===== src/rtl/ex_pkg.sv =====
// Shared encodings for the execute stage: ALUOp codes, funct values,
// decoded ALU operations, forwarding selects and multiplier FSM states.
package ex_pkg;

  localparam logic [1:0] ALUOP_ADD   = 2'b00;
  localparam logic [1:0] ALUOP_SUB   = 2'b01;
  localparam logic [1:0] ALUOP_FUNCT = 2'b10;
  localparam logic [1:0] ALUOP_SLT   = 2'b11;

  localparam logic [5:0] FUNCT_ADD   = 6'b100000;
  localparam logic [5:0] FUNCT_SUB   = 6'b100010;
  localparam logic [5:0] FUNCT_AND   = 6'b100100;
  localparam logic [5:0] FUNCT_OR    = 6'b100101;
  localparam logic [5:0] FUNCT_SLT   = 6'b101010;
  localparam logic [5:0] FUNCT_MULTU = 6'b011001;
  localparam logic [5:0] FUNCT_MFHI  = 6'b010000;
  localparam logic [5:0] FUNCT_MFLO  = 6'b010010;

  localparam logic [1:0] FWD_REG = 2'b00;
  localparam logic [1:0] FWD_WB  = 2'b01;
  localparam logic [1:0] FWD_MEM = 2'b10;

  typedef enum logic [3:0] {
    ALU_ADD, ALU_SUB, ALU_AND, ALU_OR, ALU_SLT,
    ALU_MULTU, ALU_MFHI, ALU_MFLO, ALU_NOP
  } alu_ctl_t;

  typedef enum logic [1:0] {
    ST_IDLE = 2'b00,
    ST_BUSY = 2'b01,
    ST_DONE = 2'b10
  } mul_state_t;

  // Map ALUOp plus funct onto a single ALU operation.
  function automatic alu_ctl_t alu_decode(input logic [1:0] alu_op, input logic [5:0] funct);
    alu_ctl_t ctl;
    ctl = ALU_NOP;
    case (alu_op)
      ALUOP_ADD: ctl = ALU_ADD;
      ALUOP_SUB: ctl = ALU_SUB;
      ALUOP_SLT: ctl = ALU_SLT;
      ALUOP_FUNCT: begin
        case (funct)
          FUNCT_ADD:   ctl = ALU_ADD;
          FUNCT_SUB:   ctl = ALU_SUB;
          FUNCT_AND:   ctl = ALU_AND;
          FUNCT_OR:    ctl = ALU_OR;
          FUNCT_SLT:   ctl = ALU_SLT;
          FUNCT_MULTU: ctl = ALU_MULTU;
          FUNCT_MFHI:  ctl = ALU_MFHI;
          FUNCT_MFLO:  ctl = ALU_MFLO;
          default:     ctl = ALU_NOP;
        endcase
      end
      default: ctl = ALU_NOP;
    endcase
    return ctl;
  endfunction

  // Forwarding mux; the unused code 11 falls back to the register file value.
  function automatic logic [31:0] fwd_select(input logic [1:0] sel, input logic [31:0] rf_val,
                                             input logic [31:0] mem_val, input logic [31:0] wb_val);
    logic [31:0] v;
    case (sel)
      FWD_MEM: v = mem_val;
      FWD_WB:  v = wb_val;
      FWD_REG: v = rf_val;
      default: v = rf_val;
    endcase
    return v;
  endfunction

endpackage


===== src/rtl/multu_seq.sv =====
// Iterative 32-step unsigned shift-add multiplier with HI/LO result registers.
//
// state | meaning
// IDLE  | waiting; a start latches operands and clears accumulator/counter
// BUSY  | one partial product added per cycle, counter 0..31
// DONE  | product committed to HI/LO; one cycle so the pipeline can advance
module multu_seq
  import ex_pkg::*;
(
  input  logic        clk,
  input  logic        rst,
  input  logic        start,
  input  logic [31:0] a,
  input  logic [31:0] b,
  output logic        busy,
  output logic        done,
  output logic [31:0] hi,
  output logic [31:0] lo
);

  mul_state_t  state;
  logic [4:0]  cnt;
  logic [31:0] a_q;
  logic [31:0] b_q;
  logic [63:0] acc;
  logic [63:0] acc_next;

  // Current partial product (A shifted by the bit position) added to the accumulator.
  always_comb begin
    acc_next = acc;
    if (b_q[cnt]) acc_next = acc + ({32'b0, a_q} << cnt);
  end

  // Multiplier FSM; busy/done are registered alongside the state.
  always_ff @(posedge clk) begin
    if (rst) begin
      state <= ST_IDLE;
      cnt   <= '0;
      a_q   <= '0;
      b_q   <= '0;
      acc   <= '0;
      hi    <= '0;
      lo    <= '0;
      busy  <= 1'b0;
      done  <= 1'b0;
    end else begin
      case (state)
        ST_IDLE: begin
          if (start) begin
            a_q   <= a;
            b_q   <= b;
            acc   <= '0;
            cnt   <= '0;
            busy  <= 1'b1;
            state <= ST_BUSY;
          end
        end
        ST_BUSY: begin
          acc <= acc_next;
          cnt <= cnt + 5'd1;
          if (cnt == 5'd31) begin
            hi    <= acc_next[63:32];
            lo    <= acc_next[31:0];
            busy  <= 1'b0;
            done  <= 1'b1;
            state <= ST_DONE;
          end
        end
        ST_DONE: begin
          done  <= 1'b0;
          state <= ST_IDLE;
        end
        default: begin
          busy  <= 1'b0;
          done  <= 1'b0;
          state <= ST_IDLE;
        end
      endcase
    end
  end

endmodule


===== src/rtl/ex_stage.sv =====
// Execute stage: operand forwarding, ALU, destination select, MULTU sequencer
// and the EX/MEM pipeline register.
module ex_stage
  import ex_pkg::*;
(
  input  logic        clk,
  input  logic        rst,
  input  logic        RegWrite_in,
  input  logic        MemtoReg_in,
  input  logic        MemRead_in,
  input  logic        MemWrite_in,
  input  logic        ALUSrc_in,
  input  logic [1:0]  ALUOp_in,
  input  logic        RegDst_in,
  input  logic [31:0] RegRsData_in,
  input  logic [31:0] RegRtData_in,
  input  logic [31:0] Immediate_in,
  input  logic [4:0]  instr_Rt_addr_in,
  input  logic [4:0]  instr_Rd_addr_in,
  input  logic [1:0]  ForwardA,
  input  logic [1:0]  ForwardB,
  input  logic [31:0] MEM_ALUResult,
  input  logic [31:0] WB_WriteData,
  output logic        RegWrite_out,
  output logic        MemtoReg_out,
  output logic        MemRead_out,
  output logic        MemWrite_out,
  output logic [31:0] ALUResult_out,
  output logic [31:0] MemWriteData_out,
  output logic [4:0]  WriteReg_addr_out,
  output logic        stall_out
);

  logic [31:0] op_a;
  logic [31:0] fwd_b;
  logic [31:0] op_b;
  logic [31:0] alu_result;
  logic [4:0]  write_reg;
  alu_ctl_t    alu_ctl;
  logic        mul_start;
  logic        mul_busy;
  logic        mul_done;
  logic [31:0] hi;
  logic [31:0] lo;

  assign op_a      = fwd_select(ForwardA, RegRsData_in, MEM_ALUResult, WB_WriteData);
  assign fwd_b     = fwd_select(ForwardB, RegRtData_in, MEM_ALUResult, WB_WriteData);
  assign op_b      = ALUSrc_in ? Immediate_in : fwd_b;
  assign write_reg = RegDst_in ? instr_Rd_addr_in : instr_Rt_addr_in;
  assign alu_ctl   = alu_decode(ALUOp_in, Immediate_in[5:0]);
  assign mul_start = (alu_ctl == ALU_MULTU);

  // The multu is still held in ID/EX during DONE, so it must not stall there.
  assign stall_out = mul_busy | (mul_start & ~mul_done);

  // ALU result selection; multu and unknown functs produce zero.
  always_comb begin
    alu_result = '0;
    case (alu_ctl)
      ALU_ADD:  alu_result = op_a + op_b;
      ALU_SUB:  alu_result = op_a - op_b;
      ALU_AND:  alu_result = op_a & op_b;
      ALU_OR:   alu_result = op_a | op_b;
      ALU_SLT:  alu_result = {31'b0, ($signed(op_a) < $signed(op_b))};
      ALU_MFHI: alu_result = hi;
      ALU_MFLO: alu_result = lo;
      default:  alu_result = '0;
    endcase
  end

  multu_seq u_multu (
    .clk   (clk),
    .rst   (rst),
    .start (mul_start),
    .a     (op_a),
    .b     (op_b),
    .busy  (mul_busy),
    .done  (mul_done),
    .hi    (hi),
    .lo    (lo)
  );

  // EX/MEM register; loads a bubble while stalled and in the multiplier DONE cycle.
  always_ff @(posedge clk) begin
    if (rst || stall_out || mul_done) begin
      RegWrite_out      <= 1'b0;
      MemtoReg_out      <= 1'b0;
      MemRead_out       <= 1'b0;
      MemWrite_out      <= 1'b0;
      ALUResult_out     <= '0;
      MemWriteData_out  <= '0;
      WriteReg_addr_out <= '0;
    end else begin
      RegWrite_out      <= RegWrite_in;
      MemtoReg_out      <= MemtoReg_in;
      MemRead_out       <= MemRead_in;
      MemWrite_out      <= MemWrite_in;
      ALUResult_out     <= alu_result;
      MemWriteData_out  <= fwd_b;
      WriteReg_addr_out <= write_reg;
    end
  end

endmodule

===== config.mk =====
export PLATFORM = sky130hd
export DESIGN_NAME = ex_stage
export DESIGN_NICKNAME = d
export VERILOG_FILES = /design/src/rtl/ex_pkg.sv /design/src/rtl/multu_seq.sv /design/src/rtl/ex_stage.sv
export SDC_FILE = /design/constraint.sdc
export NUM_CORES = 1
export LEC_CHECK = 0
export CAP_MARGIN = 30
export CORE_AREA = 2 2 240 242
export DETAILED_ROUTE_END_ITERATION = 6
export DIE_AREA = 0 0 242 244
export PLACE_DENSITY_LB_ADDON = 0.15
export SLEW_MARGIN = 15
export SYNTH_ARGS = -nofsm -noshare
export SYNTH_HDL_FRONTEND = slang
export SYNTH_SLANG_ARGS = --single-unit

===== constraint.sdc =====
create_clock -name clk -period 7.91 [get_ports clk]
set_clock_uncertainty 0.1 [all_clocks]
set_input_delay 1.582 -clock clk [delete_from_list [all_inputs] [get_ports clk]]
set_output_delay 1.582 -clock clk [all_outputs]
set_load 0.005 [all_outputs]

==> results of run 1 <==
-- Yosys cell counts (39+ instances only) --
cell,number
a211oi_1,74
a21oi_1,308
clkbuf_1,175
mux2i_1,86
a31oi_1,43
xnor2_1,54
nand3_1,43
a22oi_1,72
dfxtp_1,274
ha_1,169
o21ai_0,253
a221oi_1,40
nor2_1,360
nand2_1,324
inv_1,121
nor3_1,39
a21o_1,51
-- worst max path at each step --
stage | startpoint | to | depth (start not counted) | slack [ns]
2_1_floorplan | ForwardB[0] | ALUResult_out[30] | 19 | 2.34
3_3_place_gp | ForwardB[1] | ALUResult_out[0] | 19 | 1.02
3_5_place_dp | ForwardB[1] | ALUResult_out[31] | 20 | 0.95
4_1_cts | ForwardB[1] | ALUResult_out[31] | 20 | 1.56
5_1_grt | ForwardB[0] | ALUResult_out[30] | 17 | 1.11
6_report | ForwardB[1] | ALUResult_out[31] | 19 | 1.35
-- state kept, by name, summed over array words and instances (netlist names) --
name               cells
MemWrite_out           1
u_multu.hi            32
u_multu.cnt            5
u_multu.b_q           32
u_multu.done           1
ALUResult_out         32
u_multu.a_q           32
WriteReg_addr_out      5
MemWriteData_out      32
u_multu.state          2
u_multu.acc           64
RegWrite_out           1
u_multu.busy           1
MemRead_out            1
MemtoReg_out           1
u_multu.lo            32
-- critical path, stage by stage --
cell	delay, ns
clkdlybuf4s50_1	0.44
inv_1	0.07
ha_1	0.48
buf_4	0.24
a22oi_1	0.09
nor2_1	0.11
a21oi_1	0.05
o21ai_0	0.51
inv_1	0.20
ha_1	0.46
or3_1	0.35
a211oi_1	0.43
nor3_1	0.11
nor2_1	0.39
a21boi_0	0.31
o31ai_1	0.57
a211oi_1	0.19
mux2i_1	0.19
a31oi_1	0.10
-- kinds of logic after synthesis --
logic type / count (synthesis) / share of synthesized area
AOI/OAI and AO/OA: 1062 / 0.303
DFF: 274 / 0.246
xor gates and xnor gates: 81 / 0.0318
buffers and inverters: 345 / 0.0603
muxes: 145 / 0.0840
and+or+nand+nor: 916 / 0.178
adders and majority gates: 172 / 0.0974
-- cells in the final DEF, fill, tap and decap left out, types with 11 or more instances in the layout --
cell,synthesis,layout
o22ai_1,28,28
o21ai_0,253,253
o211ai_1,19,19
a21oi_1,308,308
nand2_1,324,324
xor2_1,27,27
dfxtp_1,274,271
ha_1,169,167
inv_1,121,121
mux2i_1,86,85
o31ai_1,15,15
clkbuf_16,0,37
a21o_1,51,51
and3_1,18,17
and2_1,12,11
a31oi_1,43,43
a22oi_1,72,72
clkdlybuf4s50_1,0,255
nor2b_1,18,18
mux4_2,31,31
xnor2_1,54,54
nand3_1,43,43
a221oi_1,40,40
o21a_1,26,26
mux2_2,28,28
nand4_1,26,26
nor3_1,39,37
nor2_1,360,357
a211oi_1,74,74
a221o_1,18,18
o21bai_1,25,25
buf_4,6,49
nand2b_1,25,25
-- per-layer routing --
metal | routed length (µm) | part of all wire
met1 | 42200 | 0.42
met2 | 45100 | 0.45
met3 | 8630 | 0.086
met4 | 4170 | 0.042
met5 | 30 | 0.00030
-- per-stage QoR --
stage	hold WS, ns	cells	setup slack [ns]	util
after floorplan	0.336	2995	2.34	-
after global placement	0.347	3832	1.02	0.452
after detailed placement	0.355	3836	0.948	0.452
after CTS	0.364	3903	1.56	0.476
after global routing	0.379	3906	1.11	0.477
final	0.361	3908	1.35	0.477
-- final cells by class --
class | count | area [µm²]
clock buffer | 45 | 996
tap | 756 | 946
inverter | 123 | 462
clock inverter | 22 | 345
fill | 5711 | 29400
multi-input combinational | 2376 | 15600
antenna | 2 | 5.00
sequential | 274 | 5490
timing repair buffer | 310 | 2980
-- power groups by stage --
stage | sequential (W) | clock (W) | combinational (W)
after CTS | 0.00145 | 0.00192 | 0.00106
after global placement | 0.00148 | 0 | 0.00107
after floorplan | 0.00146 | 0 | 0.000600
after global routing | 0.00145 | 0.00198 | 0.00116
final | 0.00145 | 0.00189 | 0.00108
after detailed placement | 0.00148 | 0 | 0.00106
==> metrics.csv, run 1 <==
stage,metric,value,unit
timing,rsz0062_at_grt,no,
synthesis,ys.warnings.count,0,
min_path,hold_end,u_multu.lo[25],
global_route,met3_usage,0.0628,
floorplan,core_region_area,56200,µm²
clock_network,htreeDepth,2,
timing,timing.final.crit_share,0.830,
detailed_routing,remaining_drc_errors,0,
synthesis,yosysTopAreaCell,dfxtp_1,
clock_network,tritoncts_num_sinks,274,
pwr,power.share.clock,0.428,
setup_path,worst_setup_path_end_kind,flip-flop,
min_path,timing.hold.worst.class,flip-flop to flip-flop,
placed_design,io_buffers,257,
synthesis,post_synth_instance_area,22300,µm²
synthesis,synth-seq-area-share,0.246,
setup_path,critical_path_required,8.24,ns
global_route,grt_usage,0.327,
setup_path,crit_type,primary input to flip-flop,
pwr,power_density,165,nW/µm²
cells_and_area,layout-drive-gt1-share,0.0724,
synthesis,ys_async_sr_fraction,0,
pwr,total_power_consumption_of_the_routed_design,0.00442,W
global_route,antenna_found_initial,4,
clock_network,cts_resized,0,
setup_path,reg2regPathDepth,16,
global_route,first_global_vias,22700,
clock_network,cts.hold.buffers_added,0,
pwr,peakVddDrop,141,µV
cells_and_area,area_delta_synth_final,20.0,%
synthesis,synth.net_count,3351,
timing,timing.slew.headroom,0.311,
run,max-cap-violations,0,
detailed_routing,ant_nets,0,
synthesis,synth_edf_count,0,
timing,hold_viol_final,0,
floorplan,floorplan.initialDensity,0.397,
synthesis,netlist_instances,2995,
setup_path,rrSetupSlack,1.86,ns
placed_design,placed_cell_area,25400,µm²
synthesis,syn_avg_cell_area,7.45,µm²
pwr,power_switching,0.00141,W
global_route,gr_overflow_total,0,
clock_network,clkTransAtPathRegs,0.06,ns
clock_network,cts_setup_buffers,0,
setup_path,critical_path.max_fanout,12,
setup_path,regToRegEndpoint,u_multu.hi[6],
timing,drv_slew,0,
setup_path,type_of_origin_of_the_critical_path,primary input,
detailed_routing,detail_route.iter0.violations,2424,
global_route,met2_usage,0.531,
floorplan,floorplan.die_area,59000,µm²
floorplan,design.portCount,258,
placed_design,placer_congestion,0.987,
detailed_routing,dr.pass1.iters,6,
pwr,sequentialPowerShare,0.327,
timing,final_period_minus_worst_setup_slack,6.56,ns
min_path,worstHoldPathCells,2,
status,result_of_the_run,completed,
floorplan,die-width,242,µm
setup_path,r2r-start,u_multu.cnt[0],
pwr,internal_power,0.00301,W
clock_network,cts_root_buf,clkbuf_16,
global_route,grtUsageMet1,0.426,
setup_path,crit_arrival,6.89,ns
timing,max_clock_freq,0.152,GHz
clock_network,clock_path_buffers,3,
detailed_routing,vias_per_cell,6.11,
global_route,largest_net_degree_at_the_start_of_global_routing,74,
cells_and_area,nets_final,3478,
synthesis,synth-seq-cells,274,
timing,setup-tns-final,0,ns
global_route,global_route.peak_usage_layer,met2,
synthesis,synth.top_cells.by_area,"dfxtp_1 (25%), ha_1 (9.5%), a21oi_1 (6.9%), nor2_1 (6.1%), o21ai_0 (5.7%)",
placed_design,dp_hpwl,77900,µm
pwr,power.share.combinational,0.245,
synthesis,synth_top_cell_area_share,0.246,
timing,worst_margin_slew,1.02,ns
clock_network,clock_insertion_delay_worst_skew,0.58,ns
synthesis,yosys.cell_types.count,92,
detailed_routing,detail_route.wl_per_cell,25.6,µm
cells_and_area,finalInstanceArea,26800,µm²
global_route,grt_first_pass_wirelength,147000,µm
clock_network,clock_tree_from_tritoncts,done,
synthesis,postSynth.topFlopCell,dfxtp_1,
clock_network,cts_made_buffers,37,
pwr,power.switching_fraction,0.319,
floorplan,die_y,244,µm
detailed_routing,routed_wirelength,100000,µm
floorplan,rows,87,
timing,finalSetupViolations,0,
pwr,leakage,10.2,nW
detailed_routing,vias,23900,
min_path,hp-start,u_multu.lo[25],
Power figures use the tool's default switching activity.
==> inputs of run 2 (changes only) <==
clock period = 6.63 ns   (was 7.91 ns; I/O delays follow)
==> run 2 against run 1 <==
Net effect: worst hold slack improved by 0.0091 ns; worst setup slack got worse by 0.72 ns; clock power rose by 21%; sequential share of layout area fell by 0.18 points; final cell count rose by 0.64%; via count rose by 0.68%; largest power group unchanged.
==> metrics.csv, run 2 (synthesis gave the netlist of run 1 again) <==
stage,metric,value,unit
cells_and_area,mostFrequentLayoutCell,nor2_1,
clock_network,cts_setup_buffers,0,
detailed_routing,vias,24000,
detailed_routing,ant_nets,0,
global_route,grt_usage,0.328,
pwr,power_density,197,nW/µm²
timing,setup-tns-final,0,ns
clock_network,cts.hold.buffers_added,0,
floorplan,die-width,242,µm
cells_and_area,nets_final,3508,
cells_and_area,layout.cells.most_common_list,"nor2_1 (357), nand2_1 (324), a21oi_1 (308)",
cells_and_area,fillerInstances,5660,
status,result_of_the_run,completed,
timing,worst_margin_slew,1.03,ns
setup_path,critical_path.max_fanout,25,
min_path,timing.hold.worst.class,flip-flop to flip-flop,
setup_path,rrSetupSlack,0.87,ns
setup_path,timing.critical_path.slowest_cell_delay,0.61,ns
detailed_routing,remaining_drc_errors,0,
setup_path,critical_path_required,7.01,ns
cells_and_area,area_delta_synth_final,21.1,%
setup_path,crit_arrival,6.38,ns
floorplan,design.portCount,258,
floorplan,floorplan.die_area,59000,µm²
clock_network,clock_path_buffers,3,
detailed_routing,vias_per_cell,6.11,
detailed_routing,dr.pass1.iters,7,
placed_design,dp_hpwl,78800,µm
timing,finalSetupViolations,0,
timing,final_period_minus_worst_setup_slack,6.00,ns
cells_and_area,largest_reg_flops,64,
global_route,grt_first_pass_wirelength,149000,µm
timing,drv_slew,0,
clock_network,clkTransAtPathRegs,0.06,ns
cells_and_area,largest-register,u_multu.acc,
detailed_routing,detail_route.iter0.violations,2231,
setup_path,worst_setup_path_end_kind,flip-flop,
setup_path,critical_path.cell_chain,"clkdlybuf4s50_1, inv_1, ha_2, buf_4, a21oi_1, o21ai_0, inv_1, ha_1, o21ai_0, a21o_1, a2111oi_0, a21oi_1, buf_4, a311oi_1, nor4_1, or4_1, a31oi_1",
run,max-cap-violations,0,
pwr,peakVddDrop,140,µV
clock_network,cts_made_buffers,37,
timing,timing.slew.headroom,0.303,
min_path,hp-start,u_multu.lo[25],
global_route,largest_net_degree_at_the_start_of_global_routing,97,
floorplan,die_y,244,µm
global_route,gr_overflow_total,0,
timing,hold_viol_final,0,
setup_path,timing.critical_path.slowest_stage_cell,ha_2,
timing,rsz0062_at_grt,no,
global_route,antenna_found_initial,6,
cells_and_area,post_layout_nonfiller_instances,3933,
cells_and_area,multiInputGateArea,15600,µm²
clock_network,cts_root_buf,clkbuf_16,
cells_and_area,layout-drive-gt1-share,0.0803,
floorplan,rows,87,
detailed_routing,detail_route.wl_per_cell,25.4,µm
setup_path,type_of_origin_of_the_critical_path,primary input,
placed_design,io_buffers,257,
timing,max_clock_freq,0.167,GHz
placed_design,placed_cells_incl_taps,3868,
clock_network,clock_tree_from_tritoncts,done,
clock_network,clock_insertion_delay_worst_skew,0.57,ns
timing,timing.final.crit_share,0.905,
pwr,leakage,10.4,nW
clock_network,htreeDepth,2,
floorplan,core_region_area,56200,µm²
cells_and_area,area.sequential,5490,µm²
setup_path,critical_path.startpoint,ForwardB[0],
global_route,first_global_vias,23200,
clock_network,cts_resized,0,
detailed_routing,routed_wirelength,100000,µm
setup_path,crit_type,primary input to flip-flop,
setup_path,r2r-start,u_multu.cnt[0],
placed_design,placer_congestion,0.990,
pwr,total_power_consumption_of_the_routed_design,0.00532,W
floorplan,floorplan.initialDensity,0.397,
clock_network,tritoncts_num_sinks,274,
-- run 2: cell types whose count changed in the layout (fill, tap and decap cells not counted), sizes merged --
cell | before | now
buf | 55 | 85
clkbuf | 45 | 44
clkinv | 8 | 11
clkinvlp | 5 | 1
diode | 2 | 1
inv | 124 | 122
-- run 2: worst max-delay path, delay by kind of cell --
family	cells	cell delay, ns
AOI/OAI and AO/OA	8	2.15
buffers and inverters	5	1.19
adders and majority gates	2	1.14
and+or+nand+nor	2	0.57
-- run 2: report_power, final --
part / internal (W) / leakage (nW) / switching [W]
logic: 0.000529 / 7.54 / 0.000786
clock network: 0.00140 / 0.656 / 0.000873
registers: 0.00169 / 2.22 / 0.0000340
total: 0.00363 / 10.4 / 0.00169
-- run 2: per-layer routing --
metal / vias to the layer above / track usage / share of wire / wire length (µm)
li1: 11100 / - / - / -
met1: 11500 / 0.422 / 0.42 / 41600
met2: 1202 / 0.535 / 0.45 / 45000
met3: 205 / 0.0655 / 0.088 / 8840
met4: 6 / 0.138 / 0.046 / 4580
met5: - / 0 / 0.00034 / 34
-- run 2: path summary, 6_finish.rpt --
kind	to	cells past startpoint
min	u_multu.lo[25]	2
max	ALUResult_out[30]	17
min reg2reg	u_multu.lo[25]	2
max reg2reg	u_multu.hi[24]	16
-- run 2: final cells by class --
type | instances | share of cell area
Multi-Input combinational cell | 2376 | 0.575
Sequential cell | 274 | 0.203
Timing Repair Buffer | 340 | 0.120
Clock buffer | 44 | 0.0375
Tap cell | 756 | 0.0350
Inverter | 123 | 0.0171
Clock inverter | 19 | 0.0120
Antenna cell | 1 | 0.0000926
-- run 2: metrics by stage --
step / cell area [µm²] / hold slack, ns / util / worst slack, ns
after global placement: 25700 / 0.353 / 0.457 / 0.170
after detailed placement: 25700 / 0.358 / 0.457 / 0.195
after floorplan: 22300 / 0.336 / - / 1.32
final: 27000 / 0.370 / 0.481 / 0.630
after CTS: 27000 / 0.370 / 0.481 / 0.786
after global routing: 27000 / 0.399 / 0.481 / 0.268
==> inputs of run 3 (changes only) <==
RECOVER_POWER = 50   (was default)
==> run 3 against run 2 <==
Net effect: the flow now finishes with violations (design-rule violations, max-capacitance violations, max-slew violations); sequential share of layout area is essentially flat; worst hold slack worse by 0.0026 ns; non-clock buffer count stayed put; via count up 0.16%; global-route usage unchanged; first-iteration DRC count shrank 4.5%; clock power hardly changed; sequential power about the same; power fell by 0.31%; flip-flop and latch count unchanged; critical path type is now flip-flop to flip-flop; critical endpoint is now u_multu.hi[6]; largest cell class unchanged.
==> metrics.csv, run 3 (synthesis gave the netlist of run 1 again) <==
stage,metric,value,unit
pwr,power.switching_fraction,0.319,
setup_path,type_of_origin_of_the_critical_path,flip-flop,
floorplan,die_y,244,µm
clock_network,clock_path_buffers,3,
clock_network,htreeDepth,2,
detailed_routing,dr.pass1.iters,7,
pwr,leakage,10.6,nW
detailed_routing,routed_wirelength,100000,µm
cells_and_area,area_delta_synth_final,20.8,%
timing,rsz0062_at_grt,no,
min_path,timing.hold.worst.class,flip-flop to flip-flop,
timing,max_clock_freq,0.164,GHz
run,max-cap-violations,5,
clock_network,cts_made_buffers,37,
timing,final_period_minus_worst_setup_slack,6.08,ns
placed_design,placed_cell_area,25700,µm²
floorplan,floorplan.die_area,59000,µm²
pwr,peakVddDrop,142,µV
cells_and_area,largest_reg_flops,64,
clock_network,clock_tree_from_tritoncts,done,
timing,timing.slew.headroom,-1.04,
timing,timing.final.crit_share,0.917,
clock_network,cts.hold.buffers_added,0,
setup_path,crit_type,flip-flop to flip-flop,
timing,setup-tns-final,0,ns
cells_and_area,post_layout_nonfiller_instances,3933,
setup_path,r2r-start,u_multu.cnt[1],
placed_design,placer_congestion,0.990,
clock_network,clkTransAtPathRegs,0.06,ns
global_route,grt_first_pass_wirelength,149000,µm
status,result_of_the_run,"finished, violations left",
min_path,hold_end,u_multu.lo[25],
detailed_routing,vias_per_cell,6.12,
placed_design,setup_ws_pre_cts,0.195,ns
detailed_routing,detailroute.wirelength.met2,45200,µm
detailed_routing,wl_met1,41900,µm
detailed_routing,vias,24100,
cells_and_area,layout.cells.most_common_list,"nor2_1 (357), nand2_1 (324), a21oi_1 (308)",
detailed_routing,remaining_drc_errors,3,
setup_path,rrSetupSlack,0.55,ns
placed_design,dp_hpwl,78800,µm
floorplan,floorplan.initialDensity,0.397,
timing,worst_margin_slew,3.06,ns
global_route,largest_net_degree_at_the_start_of_global_routing,97,
global_route,first_global_vias,23200,
pwr,power_switching,0.00169,W
detailed_routing,ant_nets,0,
clock_network,tritoncts_num_sinks,274,
timing,hold_viol_final,0,
detailed_routing,detail_route.iter0.violations,2130,
pwr,power.share.combinational,0.245,
setup_path,worst_setup_path_end_kind,flip-flop,
setup_path,critical_path.max_fanout,23,
timing,setup_slack,0.549,ns
detailed_routing,detail_route.wl_per_cell,25.4,µm
global_route,antenna_found_initial,8,
pwr,power_density,197,nW/µm²
pwr,sequentialPowerShare,0.325,
placed_design,placed_cells_incl_taps,3868,
cells_and_area,mostFrequentLayoutCell,nor2_1,
cells_and_area,nets_final,3508,
setup_path,critical_path_required,7.03,ns
timing,drv_slew,251,
detailed_routing,dr_wl_met3,8320,µm
global_route,grt_usage,0.328,
clock_network,cts_setup_buffers,0,
min_path,hp-start,u_multu.lo[25],
timing,finalSetupViolations,0,
setup_path,reg2regPathDepth,18,
min_path,worstHoldPathCells,2,
pwr,power.share.clock,0.430,
global_route,gr_overflow_total,0,
clock_network,cts_resized,0,
floorplan,rows,87,
floorplan,die-width,242,µm
placed_design,io_buffers,257,
floorplan,core_region_area,56200,µm²
clock_network,cts_root_buf,clkbuf_16,
floorplan,design.portCount,258,
detailed_routing,top_layer_used,met5,
status,violations_in_the_final_reports,"design-rule violations, max-capacitance violations, max-slew violations",
pwr,internal_power,0.00361,W
cells_and_area,final_core_util,0.480,
clock_network,clock_insertion_delay_worst_skew,0.58,ns
setup_path,crit_arrival,6.48,ns
cells_and_area,largest-register,u_multu.acc,
cells_and_area,layout-drive-gt1-share,0.0778,
setup_path,regToRegEndpoint,u_multu.hi[6],
cells_and_area,finalInstanceArea,27000,µm²
## run 3: cell count changes in the layout (fill, tap and decap cells not counted), moves of 2 or more
cell / previous run / this run
dfxtp_2: 3 / 1
buf_4: 79 / 76
clkbuf_1: 2 / 5
dfxtp_1: 271 / 273
dlygate4sd3_1: 0 / 75
clkdlybuf4s50_1: 255 / 180
## run 3: power by group through the flow
stage,logic (W),registers (W),clock network (W)
6_report,0.00130,0.00173,0.00228
5_1_grt,0.00140,0.00173,0.00237
4_1_cts,0.00129,0.00173,0.00231
3_5_place_dp,0.00128,0.00176,0
3_3_place_gp,0.00130,0.00176,0
2_1_floorplan,0.000716,0.00175,0
## run 3: routing by layer
layer,vias to the layer above,GRT usage
met5,-,0
met4,8,0.138
met3,203,0.0655
met2,1181,0.535
met1,11500,0.422
li1,11100,-
## run 3: final cells by class
cell class | count | area, µm²
Fill cell | 5669 | 29200
Multi-Input combinational cell | 2376 | 15500
Sequential cell | 274 | 5490
Timing Repair Buffer | 340 | 3210
Clock buffer | 44 | 1010
Tap cell | 756 | 946
Inverter | 123 | 462
Clock inverter | 19 | 324
Antenna cell | 1 | 2.50
## run 3: stage by stage
step	hold slack (ns)	total power, W
2_1_floorplan	0.336	0.00246
3_3_place_gp	0.353	0.00306
3_5_place_dp	0.358	0.00305
4_1_cts	0.370	0.00533
5_1_grt	0.399	0.00550
6_report	0.368	0.00530
## run 3: worst max path at each step
stage                              start           endpoint  slack [ns]  depth (start not counted)
after floorplan              ForwardB[0]  ALUResult_out[30]        1.32                         19
after global placement       ForwardA[0]  ALUResult_out[22]        0.17                         19
after detailed placement     ForwardB[0]  ALUResult_out[30]        0.19                         17
after CTS                    ForwardB[0]  ALUResult_out[30]        0.79                         17
after global routing         ForwardB[0]  ALUResult_out[30]        0.27                         17
final                     u_multu.cnt[1]      u_multu.hi[6]        0.55                         18
## run 3: critical path: stages (launching register included)
cell and delay, ns:
dfxtp_1 0.93, buf_4 0.44, mux2_2 0.39, o21ai_0 0.41, nor2_1 0.07, a21oi_1 0.31, mux2_2 0.28, mux2i_1 0.14
ha_1 0.41, a21o_1 0.21, a21o_1 0.17, a21oi_1 0.22, o21ai_0 0.22, a211oi_1 0.60, xor2_1 0.23, o21ai_0 0.45
buf_4 0.23, o21ai_0 0.09, nor2_1 0.10
